### src/rtl/serial_adder.sv
// Bit-serial WIDTH-bit adder: one full-adder cell, LSB first, carry held in a flop.
// Optional SERIAL_ADDER_OVF_EN adds a registered two's-complement overflow output.

module fa (
  input  logic A,
  input  logic B,
  input  logic Cin,
  output logic S,
  output logic Cout
);
  assign S    = A ^ B ^ Cin;
  assign Cout = (A & B) | (Cin & (A ^ B));
endmodule

module serial_adder #(
  parameter int WIDTH = 8
) (
  input  logic             clk,
  input  logic             rst,
  input  logic             start,
  input  logic [WIDTH-1:0] a,
  input  logic [WIDTH-1:0] b,
  input  logic             cin,
  output logic             busy,
  output logic             done,
  output logic [WIDTH-1:0] sum,
`ifdef SERIAL_ADDER_OVF_EN
  output logic             ovf,
`endif
  output logic             cout
);
  localparam int CW = $clog2(WIDTH);
  localparam logic [CW-1:0] LAST = CW'(WIDTH - 1);

  localparam logic [1:0] IDLE  = 2'd0;
  localparam logic [1:0] SHIFT = 2'd1;
  localparam logic [1:0] DONE  = 2'd2;

  logic [1:0]       state;
  logic [WIDTH-1:0] a_sr;
  logic [WIDTH-1:0] b_sr;
  logic [WIDTH-1:0] sum_sr;
  logic             carry;
  logic [CW-1:0]    cnt;
  logic             fa_s;
  logic             fa_c;

  fa u_fa (
    .A    (a_sr[0]),
    .B    (b_sr[0]),
    .Cin  (carry),
    .S    (fa_s),
    .Cout (fa_c)
  );

  // DONE accepts start exactly like IDLE so held start gives back-to-back adds.
  always_ff @(posedge clk or posedge rst) begin
    if (rst) begin
      state  <= IDLE;
      a_sr   <= '0;
      b_sr   <= '0;
      sum_sr <= '0;
      carry  <= 1'b0;
      cnt    <= '0;
    end else begin
      case (state)
        IDLE, DONE: begin
          if (start) begin
            state  <= SHIFT;
            a_sr   <= a;
            b_sr   <= b;
            carry  <= cin;
            cnt    <= '0;
            sum_sr <= '0;
          end else begin
            state <= IDLE;
          end
        end
        SHIFT: begin
          a_sr   <= a_sr >> 1;
          b_sr   <= b_sr >> 1;
          sum_sr <= {fa_s, sum_sr[WIDTH-1:1]};
          carry  <= fa_c;
          cnt    <= cnt + 1'b1;
          if (cnt == LAST) state <= DONE;
        end
        default: state <= IDLE;
      endcase
    end
  end

`ifdef SERIAL_ADDER_OVF_EN
  // On the last bit, carry is the carry into the MSB and fa_c the carry out of it.
  always_ff @(posedge clk or posedge rst) begin
    if (rst) begin
      ovf <= 1'b0;
    end else if ((state == IDLE || state == DONE) && start) begin
      ovf <= 1'b0;
    end else if (state == SHIFT && cnt == LAST) begin
      ovf <= carry ^ fa_c;
    end
  end
`endif

  assign busy = (state == SHIFT);
  assign done = (state == DONE);
  assign sum  = sum_sr;
  assign cout = carry;

endmodule

### config.mk
export PLATFORM = sky130hd
export DESIGN_NAME = serial_adder
export DESIGN_NICKNAME = d
export VERILOG_FILES = /design/src/rtl/serial_adder.sv
export SDC_FILE = /design/constraint.sdc
export NUM_CORES = 1
export LEC_CHECK = 0
export ABC_AREA = 1
export BUFFER_PORTS_ARGS = -buffer_cell sky130_fd_sc_hd__buf_2
export CORE_UTILIZATION = 30
export CTS_CLUSTER_DIAMETER = 150
export CTS_CLUSTER_SIZE = 16
export DETAILED_ROUTE_END_ITERATION = 16
export SYNTH_ARGS = -nofsm -noshare
export SYNTH_HDL_FRONTEND = slang
export SYNTH_SLANG_ARGS = --single-unit
### constraint.sdc
create_clock -name clk -period 3.28 [get_ports clk]
set_input_delay 0.492 -clock clk [delete_from_list [all_inputs] [get_ports clk]]
set_output_delay 0.492 -clock clk [all_outputs]
set_load 0.1 [all_outputs]
==> impl_metrics.env <==
export IMPL_layout_min_cycle_time_ns=2.40
export IMPL_report_final_hold_viol_count=0
export IMPL_wirelength_um=2910
export IMPL_drt_first_pass_iters=4
export IMPL_coreArea_um2=5110
export IMPL_insertion_delay_ns=0.28
export IMPL_setup_total_negative_slack_ns=0
export IMPL_grt_setup_unrepaired="false"
export IMPL_cts_resized=0
export IMPL_critical_path_endpoint_type="output pin"
export IMPL_finalMaxSlewViolations=0
export IMPL_hold_path_class="in2async"
export IMPL_die_w_um=74.8
export IMPL_timing_critical_path_arrival_ns=1.91
export IMPL_globalRouteTotalUtil_pct=12.7
export IMPL_reg2reg_to="b_sr[2]"
export IMPL_num_nets_final=251
export IMPL_synthesis_area_um2=1590
export IMPL_final_min_period_over_clock_period_pct=73.2
export IMPL_vias_in_the_first_global_route=1168
export IMPL_postCtsSetupBuffers=0
export IMPL_max_slew_margin_rel_pct=51.6
export IMPL_synth_area_per_cell_um2=8.08
export IMPL_grt_pass1_wl_um=5180
export IMPL_root_buffer="sky130_fd_sc_hd__clkbuf_8"
export IMPL_timing_max_cap_violations=0
export IMPL_hold_worst_slack_ns=0.275
export IMPL_crit_start="state[0]"
export IMPL_detailedRoute_firstIterationViolations=27
export IMPL_slew_at_the_pin_closest_to_its_max_slew_limit_ns=0.726
export IMPL_placement_io_buffers=30
export IMPL_setup_viol_count_final=0
export IMPL_worst_setup_path_endpoint="busy"
export IMPL_clock_h_tree_levels=2
export IMPL_grt_antenna_before_repair=0
export IMPL_ant_diodes=0
export IMPL_syn_nets=220
export IMPL_routed_wire_length_per_instance_um=9.73
export IMPL_cts_sink_count=30
export IMPL_vias_per_cell=4.16
export IMPL_numCtsBuffers=5
export IMPL_cp_data_required_time_ns=2.79
export IMPL_syn_instance_count=197
export IMPL_die_area_um2=5600
export IMPL_post_route_cells_drive_above_1_share_pct=24.9
export IMPL_finish_utilization_pct=36.4
export IMPL_pin_count=31
export IMPL_post_dp_hpwl_um=1920
export IMPL_signed_area_change_from_the_synthesized_netlist_to_the_final_layout_pct=16.7
export IMPL_clkTransAtPathRegs_ns=0.06
export IMPL_ff2ff_path_depth=5
export IMPL_drc=0
export IMPL_initial_core_util_pct=31.2
export IMPL_finClkSkew_ns=0.00533
export IMPL_final_weighted_congestion_of_routability_driven_global_placement=0.716
export IMPL_synthesis_yosys_warnings=0
export IMPL_timing_rr_start="state[0]"
export IMPL_outcome="finished, final reports clean"
export IMPL_vias=1245
export IMPL_post_cts_hold_buffer_count=0
export IMPL_post_synth_num_cell_types=19
export IMPL_final_fill_count=575
export IMPL_fmax_mhz=417
export IMPL_crit_type="reg2out"
export IMPL_synth_seq_area_share_pct=47.2
export IMPL_count_of_state_elements_after_synthesis=30
export IMPL_dp_worst_setup_slack_ns=1.16
export IMPL_timing_critical_path_from_type="flop"
export IMPL_maximum_fanout_count_along_the_critical_path=18
export IMPL_r2r_slack_ns=1.71
export IMPL_globalRouteOverflowTotal=0
export IMPL_chipHeight_um=74.8
export IMPL_tritoncts="built"
export IMPL_postLayoutSetupSlackWorst_ns=0.879
export IMPL_core_rowCount=26
export IMPL_largest_net_degree_at_the_start_of_global_routing=31
export IMPL_clockBufferDepth=2
export IMPL_drtAntennaViolNets=0
layer usage:
layer / track usage, % / vias to the layer above / share of wire, %
met5: 0 / - / 0
met4: 6.29 / 0 / 1.7
met3: 4.02 / 5 / 4.7
met2: 19.7 / 28 / 45
met1: 15.8 / 560 / 49
li1: - / 652 / -
cells in the final DEF (no fill, tap or decap), drive strengths merged:
| master | netlist | final |
|---|---|---|
| a21oi | 1 | 1 |
| nand3 | 30 | 30 |
| clkinv | 0 | 1 |
| nor2 | 4 | 4 |
| ha | 2 | 2 |
| buf | 8 | 32 |
| nand2 | 79 | 79 |
| clkbuf | 0 | 7 |
| fa | 1 | 1 |
| o21ai | 3 | 3 |
| inv | 38 | 38 |
| dfrtp | 30 | 30 |
| or2 | 1 | 1 |
state kept, by name, summed over array words and instances, names as in the netlist:
name	flops
a_sr	8
b_sr	8
cnt	3
cout	1
state	2
sum	8
cells by family after synthesis:
kind of cell,synth area share (%)
DFF,47.2
and+or+nand+nor,34.0
buffers and inverters,14.5
AOI/OAI and AO/OA,1.49
adders and majority gates,2.83
final cells by class:
| class | count | area (um^2) | share of cell area, % |
|---|---|---|---|
| flip-flops and latches | 30 | 751 | 40.4 |
| multi-input cells | 121 | 611 | 32.9 |
| repair buffers | 32 | 165 | 8.89 |
| inverters | 38 | 153 | 8.22 |
| well taps | 70 | 87.6 | 4.71 |
| clock buffers | 7 | 86.3 | 4.65 |
| clock inverters | 1 | 5.00 | 0.269 |
worst max-delay path, stage by stage, from the launching register on:
cell,delay (ns)
sky130_fd_sc_hd__dfrtp_1,0.81
sky130_fd_sc_hd__inv_4,0.10
sky130_fd_sc_hd__nor2_1,0.11
sky130_fd_sc_hd__buf_4,0.17
sky130_fd_sc_hd__buf_2,0.44
worst min path at each step:
stage | from | end | slack, ns | depth (start not counted)
6_report | rst | sum[0] | 0.27 | 3
5_1_grt | rst | sum[4] | 0.31 | 3
4_1_cts | rst | sum[6] | 0.29 | 3
3_5_place_dp | sum[0] | sum[0] | 0.46 | 2
3_3_place_gp | sum[0] | sum[0] | 0.46 | 2
2_1_floorplan | a_sr[0] | a_sr[0] | 0.45 | 2
synth_stat cells:
cell / instances / area (um^2)
sky130_fd_sc_hd__inv_2: 1 / 3.75
sky130_fd_sc_hd__dfrtp_1: 30 / 751
sky130_fd_sc_hd__ha_1: 2 / 25.0
sky130_fd_sc_hd__nand2_2: 10 / 62.6
sky130_fd_sc_hd__nand2_8: 3 / 60.1
sky130_fd_sc_hd__buf_6: 2 / 22.5
sky130_fd_sc_hd__nand3_1: 30 / 150
sky130_fd_sc_hd__inv_4: 1 / 6.26
sky130_fd_sc_hd__o21ai_0: 3 / 15.0
sky130_fd_sc_hd__inv_8: 1 / 11.3
sky130_fd_sc_hd__a21oi_2: 1 / 8.76
sky130_fd_sc_hd__inv_1: 35 / 131
sky130_fd_sc_hd__or2_2: 1 / 6.26
sky130_fd_sc_hd__nand2_1: 66 / 248
sky130_fd_sc_hd__nor2_1: 4 / 15.0
sky130_fd_sc_hd__buf_2: 4 / 20.0
sky130_fd_sc_hd__fa_1: 1 / 20.0
sky130_fd_sc_hd__buf_12: 1 / 20.0
sky130_fd_sc_hd__buf_8: 1 / 15.0
metrics by stage:
step	area, um^2	instances
5_1_grt	1860	299
3_3_place_gp	1770	291
3_5_place_dp	1770	291
4_1_cts	1860	299
2_1_floorplan	1590	197
6_report	1860	299
Power is left out: the tool's default activity adds up to more than one toggle a clock period on the data nets, which glitch-free logic cannot reach.
